<file path="src/rtl/mac_pkg.sv">
// Shared types and default widths for the MAC sequencing controller.
package mac_pkg;

  localparam int unsigned MacDataW = 32;
  localparam int unsigned MacAddrW = 10;
  localparam int unsigned MacLenW  = 10;

  typedef enum logic [2:0] {
    StIdle,
    StRun,
    StDrain,
    StCapt,
    StOut,
    StFin
  } mac_state_e;

endpackage

</file>
<file path="src/rtl/mac_addr_gen.sv">
// Element/vector counters and ifmap/weight address generation for one MAC job.
module mac_addr_gen
  import mac_pkg::*;
#(
  parameter int unsigned ADDR_W = MacAddrW,
  parameter int unsigned LEN_W  = MacLenW
) (
  input  logic              clk_i,
  input  logic              rst_ni,
  input  logic              load_i,
  input  logic              step_i,
  input  logic              next_vec_i,
  input  logic [LEN_W-1:0]  vec_len_i,
  input  logic [LEN_W-1:0]  num_vec_i,
  input  logic [ADDR_W-1:0] if_base_i,
  input  logic [ADDR_W-1:0] w_base_i,
  output logic [ADDR_W-1:0] if_addr_o,
  output logic [ADDR_W-1:0] w_addr_o,
  output logic              last_k_o,
  output logic              last_v_o
);

  logic [LEN_W-1:0]  vec_len_q, vec_len_d;
  logic [LEN_W-1:0]  num_vec_q, num_vec_d;
  logic [LEN_W-1:0]  k_q, k_d;
  logic [LEN_W-1:0]  v_q, v_d;
  logic [ADDR_W-1:0] if_base_q, if_base_d;
  logic [ADDR_W-1:0] row_q, row_d;
  logic [ADDR_W-1:0] if_addr_q, if_addr_d;
  logic [ADDR_W-1:0] w_addr_q, w_addr_d;

  assign last_k_o  = (k_q == vec_len_q - LEN_W'(1));
  assign last_v_o  = (v_q == num_vec_q - LEN_W'(1));
  assign if_addr_o = if_addr_q;
  assign w_addr_o  = w_addr_q;

  always_comb begin
    vec_len_d = vec_len_q;
    num_vec_d = num_vec_q;
    k_d       = k_q;
    v_d       = v_q;
    if_base_d = if_base_q;
    row_d     = row_q;
    if_addr_d = if_addr_q;
    w_addr_d  = w_addr_q;
    if (load_i) begin
      vec_len_d = vec_len_i;
      num_vec_d = num_vec_i;
      if_base_d = if_base_i;
      k_d       = '0;
      v_d       = '0;
      row_d     = w_base_i;
      if_addr_d = if_base_i;
      w_addr_d  = w_base_i;
    end else if (step_i && !last_k_o) begin
      k_d       = k_q + LEN_W'(1);
      if_addr_d = if_addr_q + ADDR_W'(1);
      w_addr_d  = w_addr_q + ADDR_W'(1);
    end else if (next_vec_i) begin
      // Weight rows are packed back to back, so each vector starts vec_len further on.
      k_d       = '0;
      v_d       = v_q + LEN_W'(1);
      row_d     = row_q + ADDR_W'(vec_len_q);
      if_addr_d = if_base_q;
      w_addr_d  = row_q + ADDR_W'(vec_len_q);
    end
  end

  always_ff @(posedge clk_i or negedge rst_ni) begin
    if (!rst_ni) begin
      vec_len_q <= '0;
      num_vec_q <= '0;
      k_q       <= '0;
      v_q       <= '0;
      if_base_q <= '0;
      row_q     <= '0;
      if_addr_q <= '0;
      w_addr_q  <= '0;
    end else begin
      vec_len_q <= vec_len_d;
      num_vec_q <= num_vec_d;
      k_q       <= k_d;
      v_q       <= v_d;
      if_base_q <= if_base_d;
      row_q     <= row_d;
      if_addr_q <= if_addr_d;
      w_addr_q  <= w_addr_d;
    end
  end

endmodule

</file>
<file path="src/rtl/mac_seq_ctrl.sv">
// Sequencer that streams buffer reads into a MAC and hands each dot product out.
// Optional stall counter output enabled by defining MAC_SEQ_PERF_CNT_EN.
module mac_seq_ctrl
  import mac_pkg::*;
#(
  parameter int unsigned DATA_W = MacDataW,
  parameter int unsigned ADDR_W = MacAddrW,
  parameter int unsigned LEN_W  = MacLenW
) (
  input  logic              clk,
  input  logic              reset,
  input  logic              start,
  input  logic [LEN_W-1:0]  vec_len,
  input  logic [LEN_W-1:0]  num_vec,
  input  logic [ADDR_W-1:0] if_base,
  input  logic [ADDR_W-1:0] w_base,
  output logic [ADDR_W-1:0] if_addr,
  output logic [ADDR_W-1:0] w_addr,
  output logic              rd_en,
  output logic              mac_en,
  output logic              mac_lastdata,
  input  logic [DATA_W-1:0] mac_acc,
  output logic              out_valid,
  input  logic              out_ready,
  output logic [DATA_W-1:0] out_data,
  output logic              busy,
  output logic              done
`ifdef MAC_SEQ_PERF_CNT_EN
  ,
  output logic [31:0]       stall_cnt
`endif
);

  mac_state_e        state_q, state_d;
  logic              rd_en_q, rd_en_d;
  logic              mac_en_q, mac_en_d;
  logic              mac_last_q, mac_last_d;
  logic              out_valid_q, out_valid_d;
  logic [DATA_W-1:0] out_data_q, out_data_d;
  logic              busy_q, busy_d;
  logic              done_q, done_d;
  logic              load, step, next_vec;
  logic              last_k, last_v;

  mac_addr_gen #(
    .ADDR_W(ADDR_W),
    .LEN_W (LEN_W)
  ) u_addr_gen (
    .clk_i     (clk),
    .rst_ni    (reset),
    .load_i    (load),
    .step_i    (step),
    .next_vec_i(next_vec),
    .vec_len_i (vec_len),
    .num_vec_i (num_vec),
    .if_base_i (if_base),
    .w_base_i  (w_base),
    .if_addr_o (if_addr),
    .w_addr_o  (w_addr),
    .last_k_o  (last_k),
    .last_v_o  (last_v)
  );

  always_comb begin
    state_d    = state_q;
    load       = 1'b0;
    step       = 1'b0;
    next_vec   = 1'b0;
    out_data_d = out_data_q;
    unique case (state_q)
      StIdle: begin
        if (start) begin
          if ((vec_len != '0) && (num_vec != '0)) begin
            state_d = StRun;
            load    = 1'b1;
          end else begin
            state_d = StFin;
          end
        end
      end
      StRun: begin
        step = 1'b1;
        if (last_k) state_d = StDrain;
      end
      StDrain: state_d = StCapt;
      StCapt: begin
        out_data_d = mac_acc;
        state_d    = StOut;
      end
      StOut: begin
        if (out_ready) begin
          if (last_v) begin
            state_d = StFin;
          end else begin
            state_d  = StRun;
            next_vec = 1'b1;
          end
        end
      end
      StFin:   state_d = StIdle;
      default: state_d = StIdle;
    endcase

    // Outputs are registered: they reflect the state being entered.
    rd_en_d     = (state_d == StRun);
    mac_en_d    = rd_en_q;
    mac_last_d  = rd_en_q && last_k;
    out_valid_d = (state_d == StOut);
    busy_d      = (state_d inside {StRun, StDrain, StCapt, StOut});
    done_d      = (state_d == StFin);
  end

  always_ff @(posedge clk or negedge reset) begin
    if (!reset) begin
      state_q     <= StIdle;
      rd_en_q     <= 1'b0;
      mac_en_q    <= 1'b0;
      mac_last_q  <= 1'b0;
      out_valid_q <= 1'b0;
      out_data_q  <= '0;
      busy_q      <= 1'b0;
      done_q      <= 1'b0;
    end else begin
      state_q     <= state_d;
      rd_en_q     <= rd_en_d;
      mac_en_q    <= mac_en_d;
      mac_last_q  <= mac_last_d;
      out_valid_q <= out_valid_d;
      out_data_q  <= out_data_d;
      busy_q      <= busy_d;
      done_q      <= done_d;
    end
  end

  assign rd_en        = rd_en_q;
  assign mac_en       = mac_en_q;
  assign mac_lastdata = mac_last_q;
  assign out_valid    = out_valid_q;
  assign out_data     = out_data_q;
  assign busy         = busy_q;
  assign done         = done_q;

`ifdef MAC_SEQ_PERF_CNT_EN
  logic [31:0] stall_q, stall_d;

  always_comb begin
    stall_d = stall_q;
    if ((state_q == StIdle) && start) begin
      stall_d = '0;
    end else if ((state_q == StOut) && !out_ready && (stall_q != '1)) begin
      stall_d = stall_q + 32'd1;
    end
  end

  always_ff @(posedge clk or negedge reset) begin
    if (!reset) stall_q <= '0;
    else        stall_q <= stall_d;
  end

  assign stall_cnt = stall_q;
`endif

endmodule

</file>
<file path="config.mk">
export PLATFORM = sky130hd
export DESIGN_NAME = mac_seq_ctrl
export DESIGN_NICKNAME = d
export VERILOG_FILES = /design/src/rtl/mac_pkg.sv /design/src/rtl/mac_addr_gen.sv /design/src/rtl/mac_seq_ctrl.sv
export SDC_FILE = /design/constraint.sdc
export NUM_CORES = 1
export LEC_CHECK = 0
export ABC_CLOCK_PERIOD_IN_PS = 3300
export CORE_ASPECT_RATIO = 0.75
export CORE_MARGIN = 2
export CORE_UTILIZATION = 47
export DETAILED_ROUTE_END_ITERATION = 16
export GPL_TIMING_DRIVEN = 0
export PLACE_DENSITY_LB_ADDON = 0.15
export SKIP_CTS_REPAIR_TIMING = 1
export SYNTH_ARGS = -nofsm -noshare
export SYNTH_HDL_FRONTEND = slang
export SYNTH_HIERARCHICAL = 1
export SYNTH_SLANG_ARGS = --single-unit
</file>
<file path="constraint.sdc">
create_clock -name clk -period 3.3 [get_ports clk]
set_input_delay 0.66 -clock clk [delete_from_list [all_inputs] [get_ports clk]]
set_output_delay 0.66 -clock clk [all_outputs]
set_load 0.1 [all_outputs]
</file>
======== After elaboration in Yosys (flattened, before gate mapping) ========
Cells that the tools add are included.
word-level totals
  flip-flop bits (word level) ............. 121
  output and inout bits ................... 58
  logic and storage cells ................. 73
cells by class
  $add $sub $neg .......................... 7
  equal/unequal tests ..................... 12
  muxes and demuxes ....................... 27
  reduce and logical (&&, ||, !) cells .... 11
operators with widths
  cell                                                                  number
  10-bit two-way mux                                                    14
  10-bit by 1-bit adder with 10-bit output, second input constant       4
  10-bit == test                                                        2
  10-bit nonzero test                                                   2
  10-bit by 1-bit subtractor with 10-bit output, second input constant  2
  3-bit two-way mux                                                     5
  3-bit case mux with 5 select lines                                    1
  3-bit by 2-bit == test with 1-bit output, second input constant       4
  10-bit adder                                                          1
  3-bit == test, second input constant                                  3
  1-bit two-way mux                                                     7
  3-bit by 1-bit == test with 1-bit output, second input constant       2
  4-bit nonzero test                                                    1
  1-bit logical AND                                                     3
  3-bit zero test                                                       1
  3-bit nonzero test                                                    1
  2-bit != test, second input constant                                  1
  2-bit AND reduction                                                   1
  2-bit nonzero test                                                    1
  1-bit zero test                                                       1

======== Longest topological paths before layout ========
  depth after elaboration ................. 8
  gate-level depth with buffers ........... 16
  mapped depth without buffers ............ 14

======== Modules after synthesis ========
Netlist, hierarchy kept.
by module, submodules not included
  module        instances  cells an instance  area an instance (µm²)
  mac_addr_gen  1          541                5,047.3
  mac_seq_ctrl  1          111                1,636.6

======== Worst setup path before layout ========
No wires, ideal clock.
  path kind ............................... reg2reg
  start ................................... register u_addr_gen.num_vec_q[2]
  end ..................................... register u_addr_gen.row_q[7]
  arrival ................................. 3,304 ps
  data required time ...................... 3,167 ps
  path slack .............................. -137 ps
  stages on the path, launching flop included .. 16
  buffers on the path ..................... 2
  period minus slack after synthesis ...... 3,437 ps
  path through ............................ dfrtp_1 -> nor2_1 -> and4_1 -> nor3b_1 -> nand2_1 -> o211ai_1 -> o211ai_1 -> a2111oi_0 -> nor4_1 -> clkbuf_1 -> inv_1 -> a2111oi_0 -> a22oi_1 -> clkbuf_1 -> mux2i_1 -> o21ai_0
on the way
  word-level cells in the longest chain between the ends .. 7
RTL lines
  item                                           line                source
  start: declaration                             mac_addr_gen.sv:24  logic [LEN_W-1:0] num_vec_q, num_vec_d;
  start signal: assignment                       mac_addr_gen.sv:81  num_vec_q <= num_vec_d;
  10-bit by 1-bit subtractor with 10-bit output  mac_addr_gen.sv:33  assign last_v_o = (v_q == num_vec_q - LEN_W'(1));
  10-bit == test                                 mac_addr_gen.sv:33
  via last_v                                     mac_seq_ctrl.sv:43  logic last_k, last_v;
  1-bit two-way mux                              mac_seq_ctrl.sv:92  if (last_v) begin
  1-bit two-way mux                              mac_seq_ctrl.sv:91  if (out_ready) begin
  1-bit two-way mux                              mac_seq_ctrl.sv:70  unique case (state_q)
  via next_vec                                   mac_seq_ctrl.sv:42  logic load, step, next_vec;
  2-bit nonzero test (no source line)            --
  2-bit AND reduction (no source line)           --
  end signal: assignment                         mac_addr_gen.sv:85  row_q <= row_d;
  end: declaration                               mac_addr_gen.sv:28  logic [ADDR_W-1:0] row_q, row_d;
The timed path passes the listed nets, and every way through them passes these cells.
A chain may end at the register's enable or synchronous reset.

======== Final worst setup path ========
  start ................................... register u_addr_gen.num_vec_q[3]
  end ..................................... register u_addr_gen.row_q[4]
The elaborated chain is that of the path after synthesis.

==> results.py <==
metrics = {
    "drt": {
        "wirelength_mm": 20.0,
        "drt-initial-drc-count": 573,
        "drc": 0,
        "wl_per_cell_um": 19.8,
        "via_per_inst": 6.01,
        "drtAntennaViolNets": 0,
        "vias": 6074,
        "drt-pass1-iter-count": 5,
    },
    "global_route": {
        "antenna_found_initial": 0,
        "grt.total_usage_pct": 26.1,
        "grt_pass1_wl_mm": 30.7,
        "grt_pass1_vias": 5863,
        "grt_max_degree": 99,
        "grt-ovfl-total": 0,
    },
    "floorplan": {
        "die_height_um": 107,
        "die-area_um2": 15200,
        "coreArea_um2": 13800,
        "io_pins": 134,
        "rows": 37,
        "fp.dieW_um": 142,
        "start_util_pct": 48.4,
    },
    "synth": {
        "ys_seq_area_share_pct": 45.3,
        "yosys.area.top_type": "dfrtp_1",
        "avgSynthCellArea_um2": 10.3,
        "synth.distinct_cells": 66,
        "yosys_warnings": 6,
        "synth.cell_area_um2": 6680,
        "synth_seq_cells": 121,
        "synth_top_area_share_pct": 45.3,
        "synthCells": 652,
        "synth.most_common_cell": "dfrtp_1",
        "synth_flop_cell": "dfrtp_1",
        "ys_top_cells_by_area": "dfrtp_1 (45%), mux2_2 (8.4%), o21ai_0 (3.1%)",
        "synthArstFlopShare_pct": 100,
        "synth_edf_count": 0,
        "syn_nets": 744,
        "synthTopCellsByCount": "dfrtp_1 (121), nand2_1 (52), mux2_2 (50), o21ai_0 (42), nor2_1 (32)",
    },
    "critical_path": {
        "critPathRequiredTime_ps": 3570,
        "startpoint_type": "flop",
        "setup.worst_path.class": "flop to flop",
        "crit_path_max_fanout": 8,
        "worstSetupEndpointType": "flop",
        "crit_arrival_ps": 3820,
    },
    "clock_tree": {
        "cts_buffer_depth": 2,
        "ctsRootBufferMaster": "clkbuf_16",
        "cts_made_buffers": 17,
        "cts_tree": "done",
        "clkLatencyLatePin_ps": 410,
        "htreeDepth": 4,
        "clkSinkCount": 121,
        "clk_pin_slew_ps": 60,
    },
    "finish": {
        "seq_area_um2": 3030,
        "drive_gt1_share_pct": 20.2,
        "design_area_um2": 9240,
        "multi_input_area_um2": 3640,
        "diodes": 0,
        "num-fill-cells": 1023,
        "area_delta_synth_final_pct": 38.2,
        "layout.nets": 917,
    },
    "place": {
        "portBuffers": 133,
        "dpl_worst_slack_ps": -1500,
        "dp_hpwl_mm": 14.1,
        "gp_congestion": 0.910,
        "place_area_um2": 8270,
    },
    "min_path": {
        "hold_class": "input pin to asynchronous set/reset pin",
    },
    "sta": {
        "setup_viol": 34,
        "worstMarginPinSlew_ps": 995,
        "post-route-period-util_pct": 107,
        "fmax_ghz": 0.282,
        "rsz0062_at_grt": "true",
        "finalHoldViolations": 0,
        "relSlewSlack_pct": 33.5,
        "min_period_ps": 3540,
        "finClkSkew_ps": 9.49,
        "setup_ws_ps": -241,
        "slew_viol_final": 0,
    },
    "outcome": {
        "status": "complete, but fails checks",
        "failed_checks": "setup timing",
    },
    "flow_run": {
        "max-cap-violations": 0,
    },
}
layer usage:
layer	wire length (um)	GRT usage (%)
met5	0	0
met3	1720	5.69
met1	8780	38.2
met4	127	6.57
met2	9340	39.4
flip-flops by register name (all words and copies together) (netlist names), 3 cells and up:
| name | flops |
|---|---|
| u_addr_gen/if_addr_o | 10 |
| u_addr_gen/vec_len_q | 10 |
| u_addr_gen/num_vec_q | 10 |
| out_data | 32 |
| u_addr_gen/if_base_q | 10 |
| u_addr_gen/v_q | 10 |
| u_addr_gen/w_addr_o | 10 |
| u_addr_gen/k_q | 10 |
| u_addr_gen/row_q | 10 |
| state_q | 3 |
final cells by class:
| class | count | area share, % |
|---|---|---|
| Inverter | 27 | 1.18 |
| Sequential cell | 121 | 32.8 |
| Clock buffer | 21 | 5.09 |
| Tap cell | 175 | 2.37 |
| Buffer | 29 | 1.80 |
| Multi-Input combinational cell | 475 | 39.4 |
| Clock inverter | 9 | 0.813 |
| Timing Repair Buffer | 154 | 16.6 |
worst max-delay path, stage by stage (launching register included):
cell	delay (ps)
dfrtp_1	430
nor2_2	170
and4_4	230
nor3b_4	230
nand2_1	80
o211ai_1	210
o211ai_1	180
a2111oi_4	510
nor4_1	90
buf_4	210
inv_8	80
a2111oi_4	30
a22oi_2	370
buf_6	200
buf_6	110
mux2i_1	220
o21ai_1	80
path summary, 6_finish.rpt:
| kind | from | endpoint | slack, ps | cells after the start |
|---|---|---|---|---|
| min in group clk | rd_en | mac_en | 400 | 0 |
| worst min register to register | rd_en | mac_en | 400 | 0 |
| max in group asynchronous | reset | out_data[26] | 2450 | 2 |
| worst min-delay path | reset | u_addr_gen/if_addr_o[9] | 100 | 1 |
| worst max-delay path | u_addr_gen/num_vec_q[3] | u_addr_gen/row_q[4] | -240 | 16 |
| worst max register to register | u_addr_gen/num_vec_q[3] | u_addr_gen/row_q[4] | -240 | 16 |
metrics by stage:
step,util [%],std cells,setup TNS (ps),hold slack (ps)
after global routing,67.0,1011,-9160,100
after detailed placement,59.9,961,-57080,393
after global placement,59.7,960,-438320,387
final,67.0,1011,-3860,98.6
after CTS,63.9,991,-52800,94.0
after floorplan,-,652,0,364
cell families (layout without fill, tap and decap cells):
logic type,count (synthesis),after routing,synth area share (%)
AO/OA/AOI/OAI,143,143,15.3
XOR/XNOR,42,42,5.50
adder cells (fa/ha/maj),16,16,3.11
buffers and inverters,56,240,3.44
flip-flops,121,121,45.3
multiplexers,70,70,11.5
AND/OR/NAND/NOR,204,204,15.9
placed cells by master (no fill, tap or decap), types with 7 or more instances in the layout:
master             n
clkdlybuf4s50_1  132
dfrtp_1          121
mux2_2            50
nand2_1           49
nor2_1            31
o21ai_0           28
nand3_1           27
inv_1             23
xnor2_1           22
nor3_1            21
xor2_1            20
buf_4             19
a21oi_1           18
clkbuf_16         17
mux2i_1           16
ha_1              15
and3_1            10
clkbuf_1           9
buf_6              9
a211oi_1           9
or3_1              9
o21ai_1            8
or4_1              7
buf_2              7
nand4_1            7
o211ai_1           7
o31ai_1            7
Power is not shown: default switching activity piles up to over one toggle a cycle in this logic, so the estimate is an artifact.
